`config.mk`:
```
export PLATFORM = sky130hd
export DESIGN_NAME = load_store_unit
export DESIGN_NICKNAME = d
export VERILOG_FILES = /design/src/rtl/load_store_unit.sv
export SDC_FILE = /design/constraint.sdc
export NUM_CORES = 1
export LEC_CHECK = 0
export CORE_MARGIN = 2
export CORE_UTILIZATION = 40
export DETAILED_ROUTE_END_ITERATION = 12
export GPL_ROUTABILITY_DRIVEN = 0
export PLACE_DENSITY_LB_ADDON = 0.08
export SYNTH_ARGS = -nofsm -noshare
export SYNTH_HDL_FRONTEND = slang
export SYNTH_SLANG_ARGS = --single-unit
```
`constraint.sdc`:
```
create_clock -name clk -period 1.8 [get_ports clk]
set_input_delay 0.54 -clock clk [delete_from_list [all_inputs] [get_ports clk]]
set_output_delay 0.54 -clock clk [all_outputs]
set_load 0.1 [all_outputs]
```
`src/rtl/load_store_unit.sv`:
```
// load_store_unit: sequences one RV32I load or store per start pulse onto a
// simple req/ack memory port. It forms byte enables, replicates store data,
// extracts and extends the load lane, and aborts an access that gets no ack
// within TIMEOUT request cycles.
// Optional build macro: MISALIGN_TRAP_EN. When defined, misaligned half/word
// accesses are rejected. When undefined, the access is forced to natural
// alignment.
module load_store_unit #(
    parameter int unsigned TIMEOUT = 16
) (
    input  logic        clk,
    input  logic        rst_n,
    input  logic        start,
    input  logic        MemRead,
    input  logic        MemWrite,
    input  logic [2:0]  funct3,
    input  logic [31:0] addr,
    input  logic [31:0] wdata,
    output logic [31:0] DataOut,
    output logic        busy,
    output logic        done,
    output logic        err,
    output logic        mem_req,
    output logic        mem_we,
    output logic [31:0] mem_addr,
    output logic [3:0]  mem_be,
    output logic [31:0] mem_wdata,
    input  logic [31:0] mem_rdata,
    input  logic [0:0]  mem_ack
);

    typedef enum logic [1:0] {
        IDLE = 2'b00,
        REQ  = 2'b01,
        DONE = 2'b10,
        ERR  = 2'b11
    } state_t;

`ifdef MISALIGN_TRAP_EN
    localparam logic TRAP_EN_C = 1'b1;
`else
    localparam logic TRAP_EN_C = 1'b0;
`endif

    // Last counter value that is still allowed to wait for an ack.
    localparam logic [7:0] TO_LAST_C = 8'(TIMEOUT - 32'd1);

    // Command legality. Misalignment only counts when trapping is built in.
    function automatic logic cmd_valid(input logic rd, input logic wr,
                                       input logic [2:0] f3, input logic [1:0] lo);
        logic ok;
        logic mis;
        ok = rd ^ wr;
        case (f3)
            3'b011, 3'b110, 3'b111: ok = 1'b0;
            3'b100, 3'b101:         ok = ok & ~wr;
            default:                ok = ok;
        endcase
        case (f3[1:0])
            2'b01:   mis = lo[0];
            2'b10:   mis = (lo != 2'b00);
            default: mis = 1'b0;
        endcase
        return ok & ~(mis & TRAP_EN_C);
    endfunction

    // Byte enables. Loads always fetch the whole word.
    function automatic logic [3:0] byte_en(input logic wr, input logic [2:0] f3,
                                           input logic [1:0] lo);
        logic [3:0] be;
        if (!wr) begin
            be = 4'b1111;
        end else begin
            case (f3[1:0])
                2'b00:   be = 4'b0001 << lo;
                2'b01:   be = 4'b0011 << {lo[1], 1'b0};
                default: be = 4'b1111;
            endcase
        end
        return be;
    endfunction

    // Store data is replicated across every lane so the byte enables pick it.
    function automatic logic [31:0] store_data(input logic [2:0] f3, input logic [31:0] wd);
        logic [31:0] d;
        case (f3[1:0])
            2'b00:   d = {4{wd[7:0]}};
            2'b01:   d = {2{wd[15:0]}};
            default: d = wd;
        endcase
        return d;
    endfunction

    // Load lane selection followed by sign or zero extension.
    function automatic logic [31:0] load_extract(input logic [2:0] f3, input logic [1:0] lo,
                                                 input logic [31:0] rd);
        logic [7:0]  b;
        logic [15:0] h;
        logic [31:0] res;
        case (lo)
            2'b00:   b = rd[7:0];
            2'b01:   b = rd[15:8];
            2'b10:   b = rd[23:16];
            default: b = rd[31:24];
        endcase
        h = lo[1] ? rd[31:16] : rd[15:0];
        case (f3)
            3'b000:  res = {{24{b[7]}}, b};
            3'b100:  res = {24'h000000, b};
            3'b001:  res = {{16{h[15]}}, h};
            3'b101:  res = {16'h0000, h};
            default: res = rd;
        endcase
        return res;
    endfunction

    state_t      state_r;
    state_t      state_next_s;
    logic [7:0]  cnt_r;
    logic [7:0]  cnt_next_s;
    logic        accept_s;
    logic        cmd_valid_s;
    logic        we_next_s;
    logic        is_load_r;
    logic [2:0]  funct3_r;
    logic [1:0]  lane_r;
    logic [31:0] data_out_r;
    logic        busy_r;
    logic        done_r;
    logic        err_r;
    logic        mem_req_r;
    logic        mem_we_r;
    logic [31:0] mem_addr_r;
    logic [3:0]  mem_be_r;
    logic [31:0] mem_wdata_r;

    assign cmd_valid_s = cmd_valid(MemRead, MemWrite, funct3, addr[1:0]);
    assign we_next_s   = accept_s ? MemWrite : ~is_load_r;

    // Next-state, timeout counter and accept decision.
    always_comb begin
        state_next_s = state_r;
        cnt_next_s   = cnt_r;
        accept_s     = 1'b0;
        case (state_r)
            IDLE: begin
                if (start) begin
                    if (cmd_valid_s) begin
                        state_next_s = REQ;
                        cnt_next_s   = 8'd0;
                        accept_s     = 1'b1;
                    end else begin
                        state_next_s = ERR;
                    end
                end else begin
                    state_next_s = IDLE;
                end
            end
            REQ: begin
                if (mem_ack[0]) begin
                    state_next_s = DONE;
                end else if (cnt_r == TO_LAST_C) begin
                    state_next_s = ERR;
                end else begin
                    cnt_next_s = cnt_r + 8'd1;
                end
            end
            DONE:    state_next_s = IDLE;
            ERR:     state_next_s = IDLE;
            default: state_next_s = IDLE;
        endcase
    end

    // State and timeout counter registers.
    always_ff @(posedge clk or negedge rst_n) begin
        if (!rst_n) begin
            state_r <= IDLE;
            cnt_r   <= 8'd0;
        end else begin
            state_r <= state_next_s;
            cnt_r   <= cnt_next_s;
        end
    end

    // Access capture: the request fields are frozen on the accepting edge.
    always_ff @(posedge clk or negedge rst_n) begin
        if (!rst_n) begin
            mem_addr_r  <= 32'h0000_0000;
            mem_be_r    <= 4'b0000;
            mem_wdata_r <= 32'h0000_0000;
            is_load_r   <= 1'b0;
            funct3_r    <= 3'b000;
            lane_r      <= 2'b00;
        end else if (accept_s) begin
            mem_addr_r  <= {addr[31:2], 2'b00};
            mem_be_r    <= byte_en(MemWrite, funct3, addr[1:0]);
            mem_wdata_r <= MemWrite ? store_data(funct3, wdata) : 32'h0000_0000;
            is_load_r   <= MemRead;
            funct3_r    <= funct3;
            lane_r      <= addr[1:0];
        end
    end

    // Registered status and request strobes, decoded from the next state.
    always_ff @(posedge clk or negedge rst_n) begin
        if (!rst_n) begin
            busy_r    <= 1'b0;
            done_r    <= 1'b0;
            err_r     <= 1'b0;
            mem_req_r <= 1'b0;
            mem_we_r  <= 1'b0;
        end else begin
            busy_r    <= (state_next_s != IDLE);
            done_r    <= (state_next_s == DONE);
            err_r     <= (state_next_s == ERR);
            mem_req_r <= (state_next_s == REQ);
            mem_we_r  <= (state_next_s == REQ) & we_next_s;
        end
    end

    // Load result, captured only when a load is acknowledged.
    always_ff @(posedge clk or negedge rst_n) begin
        if (!rst_n) begin
            data_out_r <= 32'h0000_0000;
        end else if ((state_r == REQ) && mem_ack[0] && is_load_r) begin
            data_out_r <= load_extract(funct3_r, lane_r, mem_rdata);
        end
    end

    assign DataOut   = data_out_r;
    assign busy      = busy_r;
    assign done      = done_r;
    assign err       = err_r;
    assign mem_req   = mem_req_r;
    assign mem_we    = mem_we_r;
    assign mem_addr  = mem_addr_r;
    assign mem_be    = mem_be_r;
    assign mem_wdata = mem_wdata_r;

endmodule

```
==> flow_summary.toml <==
[critical_path]
path_depth = 5
critPathRequiredTime_ns = 2.09
critical_path.startpoint = "cnt_r[4]"
crit_path_end_kind = "flip-flop"
crit_path_cell_trace = "nor4_4 -> a41oi_2 -> o21ai_4 -> nor2_2 -> mux2_4"
worstSetupPathType = "flip-flop to flip-flop"
cp_max_fo = 6
cp_top_family = "compound AO/OA/AOI/OAI gates"
rrSetupSlack_ns = -0.06
crit_path_end = "cnt_r[0]"
ff2ff_path_depth = 5
worstReg2RegStart = "cnt_r[4]"
startpoint_type = "flip-flop"
r2r_end = "cnt_r[0]"
critPathSlowestCell = "dfrtp_2"
arrival_ns = 2.15
slowest_delay_ns = 0.45
worst-path-buf-inv = 0

[die]
dieArea_um2 = 14840
coreArea_um2 = 13720
row_count = 43
dieHeight_um = 121.8
die-width_um = 121.8
io_pins = 210
start_util_pct = 40.47

[yosys]
synth_cell_types = 51
synth.avg_cell_area_um2 = 10.50
postSynth.asyncResetShare_pct = 100.0
yosys_warnings = 0
ys.flop_type = "dfrtp_1"
synthesis.area_um2 = 5553
synth_edf_count = 0
synth-seq-cells = 119
yosysSeqAreaShare_pct = 53.63
synth_cells = 529

[grt]
grt_max_degree = 40
use_met2_pct = 42.32
grtUsageMet1_pct = 28.34
grt_overflow_total = 0
busiest_layer = "met2"
grt_usage_pct = 24.52
grt_util_met3_pct = 7.818
grt_antenna_before_repair = 0
first_global_vias = 5492
grt_pass1_wl_mm = 27.98

[sta]
fin_crit_ns = 1.859
rsz0062_at_grt = "yes"
setup_viol = 3
skew_ns = 0.006069
fin_ws_ns = -0.05930
hold_viol_final = 0
timing.fmax_ghz = 0.5378
finalCritPeriodShare_pct = 103.3
finalSetupTns_ns = -0.07681
whs_ns = 0.05545
slew_violations = 0

[job]
maxCapViolations = 0

[clocking]
cts.sinks = 119
clk_latency_ns = 0.40
clk_path_buf_depth = 2
path_clk_slew_ns = 0.06
cts_max_level = 4
cts_tree = "done"
ctsHoldBuffers = 0
cts_root_buffer = "clkbuf_16"
numCtsBuffers = 17

[place]
hpwl_mm = 12.42
portBuffers = 207
dp_cells = 935

[route]
firstDrtPassIters = 4
via_count = 5102
routed_wl_mm = 17.68
wire_per_inst_um = 18.04
drtIter0Drc = 336
ant_nets = 0
viasPerCell = 5.206
drc = 0

[hold_path]
hp-class = "primary input to asynchronous set/reset pin"

[status]
failed_checks = "setup timing"
status = "complete, but fails checks"

[layout]
final_cell_mix = "118 x dfrtp_1, 111 x buf_12, 93 x clkdlybuf4s50_1, 74 x nand2_1, 50 x mux2_2"
stdcell_count = 980
fin_util_pct = 74.92
fillers = 893
area_growth_syn_to_layout_pct = 85.11
nets = 893
final_layout_size_suffix_gt1_share_pct = 36.80
final_common_cell = "dfrtp_1"
sequential cells by signal, summed over array words and instances (netlist names):
name	count
err	1
funct3_r	3
cnt_r	8
DataOut	32
mem_be	4
mem_addr	30
mem_we	1
is_load_r	1
mem_wdata	32
done	1
lane_r	2
state_r	2
busy	1
mem_req	1
per-stage QoR:
stage | cell area [µm²] | setup slack, ns
floorplan | 5628 | -0.1869
global placement | 9239 | -0.7553
detailed placement | 9239 | -0.7773
CTS | 10150 | -0.02555
global route | 10280 | -0.1051
finish | 10280 | -0.05930
layout make-up:
type | count | area [µm²] | area share [%]
diodes | 1 | 2.502 | 0.02435
clock buffers | 25 | 515.5 | 5.015
clock inverters | 7 | 90.09 | 0.8764
inverters | 14 | 65.06 | 0.6330
multi-input cells | 362 | 2539 | 24.70
flip-flops and latches | 119 | 2979 | 28.98
well taps | 180 | 225.2 | 2.191
repair buffers | 272 | 3862 | 37.58
cell families (layout without fill, tap and decap cells):
family	after synthesis	after routing	share of synthesized area (%)
simple gates	166	167	14.49
compound gates	127	127	14.29
flops	119	119	53.63
mux	61	61	12.44
buf+inv	50	318	4.168
xor+xnor	3	3	0.4733
fa+ha+maj	2	2	0.4506
other cells	1	3	0.06753
repair_timing:
item	4_1_cts	5_1_grt
endpoints found under the setup margin	83	102
buffers inserted	3	3
pin swaps	7	11
resized for setup	46	31
endpoints found under the hold margin	0	0
gates cloned	6	1
per-layer routing:
metal | vias up | part of all wire (%)
met2 | 192 | 53
li1 | 2361 | -
met5 | - | 0
met3 | 30 | 7.8
met1 | 2519 | 37
met4 | 0 | 2.0
cell usage after synthesis (2+ instances only):
| master | instances | share of area [%] |
|---|---|---|
| xor2_1 | 2 | 0.32 |
| nand2_1 | 82 | 5.5 |
| nand2b_1 | 5 | 0.56 |
| o21ai_0 | 39 | 3.5 |
| nand3b_1 | 9 | 1.2 |
| ha_1 | 2 | 0.45 |
| nand3_1 | 3 | 0.27 |
| buf_4 | 2 | 0.27 |
| inv_1 | 13 | 0.88 |
| nor2b_1 | 17 | 1.9 |
| mux2i_1 | 9 | 1.6 |
| and2_1 | 5 | 0.56 |
| o21bai_1 | 2 | 0.27 |
| a21oi_1 | 29 | 2.6 |
| dfrtp_1 | 119 | 54 |
| nor2_2 | 2 | 0.23 |
| a31oi_1 | 10 | 1.1 |
| buf_2 | 11 | 0.99 |
| o22ai_1 | 8 | 0.90 |
| and3_1 | 2 | 0.23 |
| clkbuf_1 | 19 | 1.3 |
| mux2_2 | 50 | 10 |
| o31ai_1 | 26 | 3.5 |
| nor2_1 | 32 | 2.2 |
| buf_6 | 3 | 0.61 |
| o2111ai_1 | 3 | 0.47 |
worst register-to-register path, cell delays in order (launching register included):
cell	delay, ns
dfrtp_2	0.45
nor4_4	0.38
a41oi_2	0.24
o21ai_4	0.29
nor2_2	0.08
mux2_4	0.30
how the worst min path moves through the flow:
stage | depth (start not counted) | slack [ns] | startpoint | end
after floorplan | 0 | 0.24 | rst_n | DataOut[0]
after global placement | 1 | 0.48 | rst_n | busy
after detailed placement | 1 | 0.48 | rst_n | err
after CTS | 1 | 0.05 | rst_n | mem_we
after global routing | 1 | 0.06 | rst_n | cnt_r[6]
final | 1 | 0.06 | rst_n | cnt_r[6]
Power is not shown: default switching activity piles up to over one toggle a cycle in this logic, so the estimate is an artifact.
